## src/rtl/mem_port_arbiter_if.sv

```systemverilog
// mem_port_arbiter_if
// Bus between the fetch/data arbiter and the single-ported unified memory.
//   master : arbiter side. Drives MemReq/MemWe/MemAdr/MemWData/MemBe and
//            receives MemRData/MemReady.
//   slave  : memory side.
// A request is held constant from MemReq rising until the cycle MemReady is
// seen. MemRData is only meaningful in that MemReady cycle.
interface mem_port_arbiter_if #(
    parameter int ADDR_W = 32,
    parameter int DATA_W = 32
);
    logic                  MemReq;
    logic                  MemWe;
    logic [ADDR_W-1:0]     MemAdr;
    logic [DATA_W-1:0]     MemWData;
    logic [DATA_W/8-1:0]   MemBe;
    logic [DATA_W-1:0]     MemRData;
    logic                  MemReady;

    modport master (
        output MemReq, MemWe, MemAdr, MemWData, MemBe,
        input  MemRData, MemReady
    );

    modport slave (
        input  MemReq, MemWe, MemAdr, MemWData, MemBe,
        output MemRData, MemReady
    );
endinterface

```

## src/rtl/mem_port_arbiter.sv

```systemverilog
// mem_port_arbiter
// Shares one single-ported memory between instruction fetch (F) and data
// access (M) of the pipelined RV32I core. One access is outstanding at a time.
// When both stages are waiting, the data access goes first because it belongs
// to the older instruction. A fetched word is buffered until the F stage takes
// it.
// Ports:
//   clk, reset_n                 clock; synchronous active-low reset
//   PCF, InstrReqF, InstrTakeF   fetch address, fetch request (level), consume
//   FlushF                       discard the buffered or in-flight fetch
//   InstrF, InstrValidF          buffered instruction and its valid flag
//   StallMemF                    InstrReqF & !InstrValidF
//   DataReqM/DataWeM/DataAdrM/   load/store request, held until DataDoneM
//   WriteDataM/ByteEnM
//   ReadDataM, DataDoneM         registered load data; one-cycle completion
//   StallMemM                    DataReqM & !DataDoneM
//   memBus (master)              registered memory request, MemRData/MemReady
//   BusErr                       sticky timeout error
// Build option: define MEM_TIMEOUT_EN to abandon an access after TIMEOUT busy
// cycles without MemReady. Without it the arbiter waits indefinitely and
// BusErr is tied low.
module mem_port_arbiter #(
    parameter int ADDR_W  = 32,
    parameter int DATA_W  = 32,
    parameter int TIMEOUT = 64
) (
    input  logic                clk,
    input  logic                reset_n,
    input  logic [ADDR_W-1:0]   PCF,
    input  logic                InstrReqF,
    input  logic                InstrTakeF,
    input  logic                FlushF,
    output logic [DATA_W-1:0]   InstrF,
    output logic                InstrValidF,
    output logic                StallMemF,
    input  logic                DataReqM,
    input  logic                DataWeM,
    input  logic [ADDR_W-1:0]   DataAdrM,
    input  logic [DATA_W-1:0]   WriteDataM,
    input  logic [DATA_W/8-1:0] ByteEnM,
    output logic [DATA_W-1:0]   ReadDataM,
    output logic                DataDoneM,
    output logic                StallMemM,
    mem_port_arbiter_if.master  memBus,
    output logic                BusErr
);
    if (TIMEOUT < 2 || TIMEOUT > 1023) begin : gTimeoutRange
        $error("mem_port_arbiter: TIMEOUT must be 2..1023");
    end

    typedef enum logic [1:0] {IDLE, BUSY_D, BUSY_I} state_t;

    state_t state;
    logic   dropFlag;   // in-flight fetch was flushed; discard its result

`ifdef MEM_TIMEOUT_EN
    localparam logic [9:0] TimerLast = 10'(TIMEOUT - 1);
    logic [9:0] timer;  // busy cycles elapsed without MemReady
`else
    assign BusErr = 1'b0;
`endif

    assign StallMemF = InstrReqF & ~InstrValidF;
    assign StallMemM = DataReqM & ~DataDoneM;

    always_ff @(posedge clk) begin
        if (!reset_n) begin
            state           <= IDLE;
            dropFlag        <= 1'b0;
            InstrF          <= '0;
            InstrValidF     <= 1'b0;
            ReadDataM       <= '0;
            DataDoneM       <= 1'b0;
            memBus.MemReq   <= 1'b0;
            memBus.MemWe    <= 1'b0;
            memBus.MemAdr   <= '0;
            memBus.MemWData <= '0;
            memBus.MemBe    <= '0;
`ifdef MEM_TIMEOUT_EN
            timer           <= '0;
            BusErr          <= 1'b0;
`endif
        end else begin
            DataDoneM <= 1'b0;
`ifdef MEM_TIMEOUT_EN
            // Zero while idle, so every access starts counting from 0.
            timer <= (state == IDLE) ? '0 : timer + 10'd1;
`endif
            // A completing fetch below can re-set valid; it only runs while
            // the buffer is empty, so the two never collide.
            if ((InstrTakeF && InstrValidF) || FlushF)
                InstrValidF <= 1'b0;

            case (state)
                IDLE: begin
                    // DataDoneM high means M is advancing this cycle; a
                    // still-asserted DataReqM is the finished access.
                    if (DataReqM && !DataDoneM) begin
                        state           <= BUSY_D;
                        memBus.MemReq   <= 1'b1;
                        memBus.MemWe    <= DataWeM;
                        memBus.MemAdr   <= DataAdrM;
                        memBus.MemWData <= WriteDataM;
                        memBus.MemBe    <= ByteEnM;
                    end else if (InstrReqF && !InstrValidF && !FlushF) begin
                        state           <= BUSY_I;
                        memBus.MemReq   <= 1'b1;
                        memBus.MemWe    <= 1'b0;
                        memBus.MemAdr   <= PCF;
                        memBus.MemWData <= '0;
                        memBus.MemBe    <= '0;
                    end
                end
                BUSY_D: begin
                    if (memBus.MemReady) begin
                        state         <= IDLE;
                        memBus.MemReq <= 1'b0;
                        DataDoneM     <= 1'b1;
                        if (!memBus.MemWe)
                            ReadDataM <= memBus.MemRData;
                    end
`ifdef MEM_TIMEOUT_EN
                    else if (timer == TimerLast) begin
                        state         <= IDLE;
                        memBus.MemReq <= 1'b0;
                        DataDoneM     <= 1'b1;
                        ReadDataM     <= '0;
                        BusErr        <= 1'b1;
                    end
`endif
                end
                BUSY_I: begin
                    if (memBus.MemReady) begin
                        state         <= IDLE;
                        memBus.MemReq <= 1'b0;
                        dropFlag      <= 1'b0;
                        // A flush arriving with MemReady also kills the word.
                        if (!dropFlag && !FlushF) begin
                            InstrF      <= memBus.MemRData;
                            InstrValidF <= 1'b1;
                        end
                    end
`ifdef MEM_TIMEOUT_EN
                    else if (timer == TimerLast) begin
                        state         <= IDLE;
                        memBus.MemReq <= 1'b0;
                        dropFlag      <= 1'b0;
                        BusErr        <= 1'b1;
                    end
`endif
                    else if (FlushF) begin
                        dropFlag <= 1'b1;
                    end
                end
                default: state <= IDLE;
            endcase
        end
    end
endmodule
```

## src/flat_wrapper.sv

```systemverilog
// flat-port wrapper written by rule: the top's interface ports become plain ports
module mem_port_arbiter_flat 
#(
    parameter int ADDR_W  = 32,
    parameter int DATA_W  = 32,
    parameter int TIMEOUT = 64
)
  (clk, reset_n, PCF, InstrReqF, InstrTakeF, FlushF, InstrF, InstrValidF, StallMemF, DataReqM, DataWeM, DataAdrM, WriteDataM, ByteEnM, ReadDataM, DataDoneM, StallMemM, BusErr, memBus_MemReq, memBus_MemWe, memBus_MemAdr, memBus_MemWData, memBus_MemBe, memBus_MemRData, memBus_MemReady);
  mem_port_arbiter_if #(.ADDR_W(ADDR_W), .DATA_W(DATA_W)) memBus_i ();
  input  logic clk;
  input  logic reset_n;
  input  logic [ADDR_W-1:0] PCF;
  input  logic InstrReqF;
  input  logic InstrTakeF;
  input  logic FlushF;
  output logic [DATA_W-1:0] InstrF;
  output logic InstrValidF;
  output logic StallMemF;
  input  logic DataReqM;
  input  logic DataWeM;
  input  logic [ADDR_W-1:0] DataAdrM;
  input  logic [DATA_W-1:0] WriteDataM;
  input  logic [DATA_W/8-1:0] ByteEnM;
  output logic [DATA_W-1:0] ReadDataM;
  output logic DataDoneM;
  output logic StallMemM;
  output logic BusErr;
  output wire logic [$bits(memBus_i.MemReq)-1:0] memBus_MemReq;
  output wire logic [$bits(memBus_i.MemWe)-1:0] memBus_MemWe;
  output wire logic [$bits(memBus_i.MemAdr)-1:0] memBus_MemAdr;
  output wire logic [$bits(memBus_i.MemWData)-1:0] memBus_MemWData;
  output wire logic [$bits(memBus_i.MemBe)-1:0] memBus_MemBe;
  input wire logic [$bits(memBus_i.MemRData)-1:0] memBus_MemRData;
  input wire logic [$bits(memBus_i.MemReady)-1:0] memBus_MemReady;
  assign memBus_MemReq = memBus_i.MemReq;
  assign memBus_MemWe = memBus_i.MemWe;
  assign memBus_MemAdr = memBus_i.MemAdr;
  assign memBus_MemWData = memBus_i.MemWData;
  assign memBus_MemBe = memBus_i.MemBe;
  assign memBus_i.MemRData = memBus_MemRData;
  assign memBus_i.MemReady = memBus_MemReady;
  mem_port_arbiter #(.ADDR_W(ADDR_W), .DATA_W(DATA_W), .TIMEOUT(TIMEOUT)) u_core (.clk(clk), .reset_n(reset_n), .PCF(PCF), .InstrReqF(InstrReqF), .InstrTakeF(InstrTakeF), .FlushF(FlushF), .InstrF(InstrF), .InstrValidF(InstrValidF), .StallMemF(StallMemF), .DataReqM(DataReqM), .DataWeM(DataWeM), .DataAdrM(DataAdrM), .WriteDataM(WriteDataM), .ByteEnM(ByteEnM), .ReadDataM(ReadDataM), .DataDoneM(DataDoneM), .StallMemM(StallMemM), .memBus(memBus_i), .BusErr(BusErr));
endmodule
```

## config.mk

```make
export PLATFORM = sky130hd
export DESIGN_NAME = mem_port_arbiter_flat
export DESIGN_NICKNAME = d
export VERILOG_FILES = /design/src/rtl/mem_port_arbiter_if.sv /design/src/rtl/mem_port_arbiter.sv /design/src/flat_wrapper.sv
export SDC_FILE = /design/constraint.sdc
export NUM_CORES = 1
export LEC_CHECK = 0
export BUFFER_PORTS_ARGS = -buffer_cell sky130_fd_sc_hd__clkbuf_2
export CORE_MARGIN = 3
export CORE_UTILIZATION = 49
export DETAILED_ROUTE_END_ITERATION = 12
export PLACE_DENSITY = 0.86
export SYNTH_ARGS = -nofsm -noshare
export SYNTH_HDL_FRONTEND = slang
export SYNTH_SLANG_ARGS = --single-unit
```

## constraint.sdc

```tcl
create_clock -name clk -period 4.4 [get_ports clk]
set_input_delay 1.1 -clock clk [delete_from_list [all_inputs] [get_ports clk]]
set_output_delay 1.1 -clock clk [all_outputs]
set_load 0.01 [all_outputs]
```

* After elaboration in Yosys (flattened, before gate mapping)
Cells that the tools add are included.
** Word-level totals
- Bits in registers :: 139
- Bits in latches :: 0
- RAM bits :: 0
- ROM bits :: 0
- Output and inout port bits :: 139
- Memories kept :: 0
** Cells by class
- Add/subtract/negate cells :: 0
- Multiply operators :: 0
- Divide/modulo/power cells :: 0
- Order comparisons :: 0
- Eq/ne operators :: 4
- Shift-type cells :: 0
- Mux-type cells :: 23
- Bitwise operators :: 5
- Reduce and logical (&&, ||, !) cells :: 22
** Operators with widths (count)
- $mux 32 :: 4
- $mux 1 :: 12
- $reduce_and 3->1 :: 3
- $mux 4 :: 2
- $reduce_and 2->1 :: 4
- $mux 2 :: 3
- $reduce_bool 2->1 :: 3
- $logic_and 1x1->1 :: 5
- $logic_not 1->1 :: 4
- $pmux 2 s2 :: 1
- $ne 3x1->1 const B :: 1
- $not 1->1 :: 3
- $and 1x1->1 :: 2
- $eq 2x1->1 const B :: 1
- $eq 2x2->1 const B :: 1
- $logic_not 2->1 :: 1
- $ne 2x1->1 const B :: 1
- $pmux 1 s2 :: 1
- $reduce_or 2->1 :: 1
- $logic_or 1x1->1 :: 1

* Longest topological paths before layout
- Word-level depth :: 6
- Gate-level depth with buffers :: 8
- Depth with buffers taken out :: 5

* Worst setup path after synthesis
No wires, ideal clock.
- Path kind :: input-to-output
- Start :: in DataReqM
- End :: out StallMemM
- Data arrival time :: 1580 ps
- Required time :: 3300 ps
- Path slack :: 1720 ps
- Stages :: 4
- Cell sequence :: nand2b_1 -> buf_4 -> buf_4 -> inv_1
** On the way
- Cells in the longest elaborated chain, start to end :: 1
** RTL lines
- start: declaration :: RTL line flat_wrapper.sv:19 : input logic DataReqM;
- $and 1x1->1 :: RTL line mem_port_arbiter.sv:64 : assign StallMemM = DataReqM & ~DataDoneM;
- end: declaration :: RTL line flat_wrapper.sv:26 : output logic StallMemM;
No other way between the ends.

* Worst setup path in the final report
- Start :: in InstrReqF
- End :: out StallMemF
** On the way
- Cells in the longest elaborated chain, start to end :: 1
** RTL lines
- start: declaration :: RTL line flat_wrapper.sv:13 : input logic InstrReqF;
- $and 1x1->1 :: RTL line mem_port_arbiter.sv:63 : assign StallMemF = InstrReqF & ~InstrValidF;
- end: declaration :: RTL line flat_wrapper.sv:18 : output logic StallMemF;
No other way between the ends.

==> flow_summary.toml <==
[status]
status = "finished, final reports clean"

[critical_path]
worst_path_max_delay_cell = "nor2b_1"
critPathCaptureType = "primary output"
cp.required_ns = 3.30
critPathKind = "primary input to primary output"
cpPeakStageDelay_ns = 0.15
crit_family = "buffers and inverters"
critPathArrivalTime_ns = 1.51
path_buf_inv = 2
critPathMaxFanout = 4
cp_common_cell = "clkbuf_2"
ff2ff_path_depth = 5
worst-path-stages = 3
crit_path_start_kind = "primary input"
ff2ff_setup_slack_ns = 2.06
cp_cell_sequence = "clkbuf_2 > nor2b_1 > clkbuf_2"

[layout]
final_layout_size_suffix_gt1_frac = 0.361
final_cells = 1030
fin_area_um2 = 7270
regArea_um2 = 2780
fillers = 886
num_antenna_cells = 0
multiInputGateArea_um2 = 2310
areaGrowthSynthToFinish_pct = 34.4
nets = 1025

[routing]
vias = 5408
viasPerCell = 5.25
wl_per_cell_um = 15.7
drt-pass1-iter-count = 6
drc = 0
antenna_left = 0
wirelength_um = 16200
initialDrtViolationCount = 472

[timing]
worst_slew_pin_slew_ns = 1.19
rsz0062_at_grt = "false"
fmax_mhz = 383
finalWorstSetupSlack_ns = 1.79
max_slew_margin = 0.206
setup_viol = 0
skew_ns = 0.0109
period_minus_slack_ns = 2.61
hold_violations = 0
fin_setup_tns_ns = 0
final-max-slew-violation-count = 0
timing.final.crit_share = 0.594

[clock_tree]
post_cts_buffers = 0
cts_resized = 0
path_clk_slew_ns = 0.06
numCtsBuffers = 17
clk_root_buffer_cell = "clkbuf_8"
htree_levels = 4
cts_tree = "built"
clk_latency_ns = 0.50
clockBufferDepth = 2
cts.sinks = 139
hold_buffers = 0

[placement]
placed_cells = 998
place_ws_ns = 1.62
hpwl_um = 11500
port_buffers = 277
place_congestion = 0.861
dpl-instance-area_um2 = 6740

[floorplan]
initial_core_util = 0.515
io_pins = 279
die_y_um = 111
core_um2 = 10500
die-area_um2 = 12300
dieWidth_um = 111
rows = 37

[yosys]
synthArstFlopShare = 0
syn_area_um2 = 5410
syn_inst = 635
synth.largest_area_cell = "dfxtp_1"
synth_top_cells_by_count = "168 x nand2_1, 139 x dfxtp_1, 105 x a21oi_1, 37 x nand3_1"
synth.most_common_cell = "nand2_1"
yosysUniqueCellTypes = 31
synth_area_leaders = "dfxtp_1 51%, nand2_1 12%, a21oi_1 9.7%"
synth_edf_count = 0
ys_seq_area_frac = 0.514
ys_warn_count = 0
synth.avg_cell_area_um2 = 8.52
yosys.area.top_type_share = 0.514
ys_ff_latch = 139
synth_ff_type = "dfxtp_1"
syn_nets = 779

[pwr]
seqPwrFrac = 0.438
power_uw = 3220
p_switching_uw = 931
peakVddDrop_mv = 0.324
clock_power_share = 0.389
p_int_uw = 2290
swShare = 0.289
leakagePower_uw = 0.00331
powerDensity_nw_per_um2 = 443
comb_power_share = 0.173

[global_route]
use_met1 = 0.303
grt_use_total = 0.256
grt_max_degree = 76
grt_pass1_wl_um = 26000
use_met2 = 0.450
gr-max-usage-layer = "met2"
grt_pass1_vias = 5268
antenna_found_initial = 0
use_met3 = 0.0693
grt_overflow = 0

[worst_hold_path]
hp-class = "register to register"
min_path_cells = 2

[run]
cap_violations = 0
## tightest hold or removal path, cell delays in order, from the launching register on
cell,delay (ns)
dfxtp_1,0.31
nand2_1,0.05
a21oi_1,0.05
## final cells by class
class / count / share of cell area
Clock buffer: 19 / 0.0594
Inverter: 5 / 0.00293
Multi-Input combinational cell: 433 / 0.318
Clock inverter: 13 / 0.0129
Tap cell: 136 / 0.0234
Timing Repair Buffer: 285 / 0.201
Sequential cell: 139 / 0.383
## state kept, by name, indices dropped and copies added (netlist names), 2 cells and up
name,flops
u_core.memBus.MemBe,4
u_core.InstrF,32
u_core.ReadDataM,32
u_core.memBus.MemWData,32
u_core.memBus.MemAdr,32
u_core.state,2
## cell families after synthesis
logic type	synth area share
AOI/OAI and AO/OA	0.153
adders and majority gates	0.00925
buffers and inverters	0.0592
DFF	0.514
muxes	0.0592
other	0.000693
and+or+nand+nor	0.204
## metal layers
layer  routed length [um]  up-vias
met4                  198        0
met1                 6470     2486
met3                 1260       16
met5                    0        -
li1                     -     2660
met2                 8260      246
## power by group through the flow
stage,logic [uW],registers (uW),clock network (uW)
2_1_floorplan,295,1480,0
3_3_place_gp,546,1430,0
3_5_place_dp,554,1440,0
4_1_cts,558,1410,1270
5_1_grt,614,1420,1330
6_report,557,1410,1260
## layout by cell type, fill, tap and decap left out, types with 2 or more instances in the layout
master,instances
a211oi_2,3
buf_4,7
clkbuf_16,16
o32ai_1,2
nand3_1,37
nor2b_1,2
clkbuf_8,2
dfxtp_1,139
a211oi_1,30
nand4bb_1,2
clkinvlp_4,4
nor2_1,2
clkinv_2,4
a21oi_1,105
inv_6,3
ha_1,4
nor3_1,32
nand3b_1,2
clkinv_4,2
mux2i_1,32
inv_1,4
clkbuf_2,277
nand2_1,168
## per-stage QoR
stage,hold WS [ns],utilization
floorplan,0.475,-
global placement,0.440,0.642
detailed placement,0.447,0.642
CTS,0.456,0.692
global route,0.469,0.692
finish,0.454,0.692
## worst paths after layout
path,startpoint,endpoint
setup reg to reg,u_core.state[0]$_SDFFE_PN0P_,u_core.memBus.MemAdr[1]$_SDFFE_PN0P_
hold / removal,u_core.ReadDataM[13]$_SDFFE_PN0P_,u_core.ReadDataM[13]$_SDFFE_PN0P_
hold reg to reg,u_core.ReadDataM[13]$_SDFFE_PN0P_,u_core.ReadDataM[13]$_SDFFE_PN0P_
setup / recovery,InstrReqF,StallMemF
No activity file was read; power rests on OpenSTA's default activity.
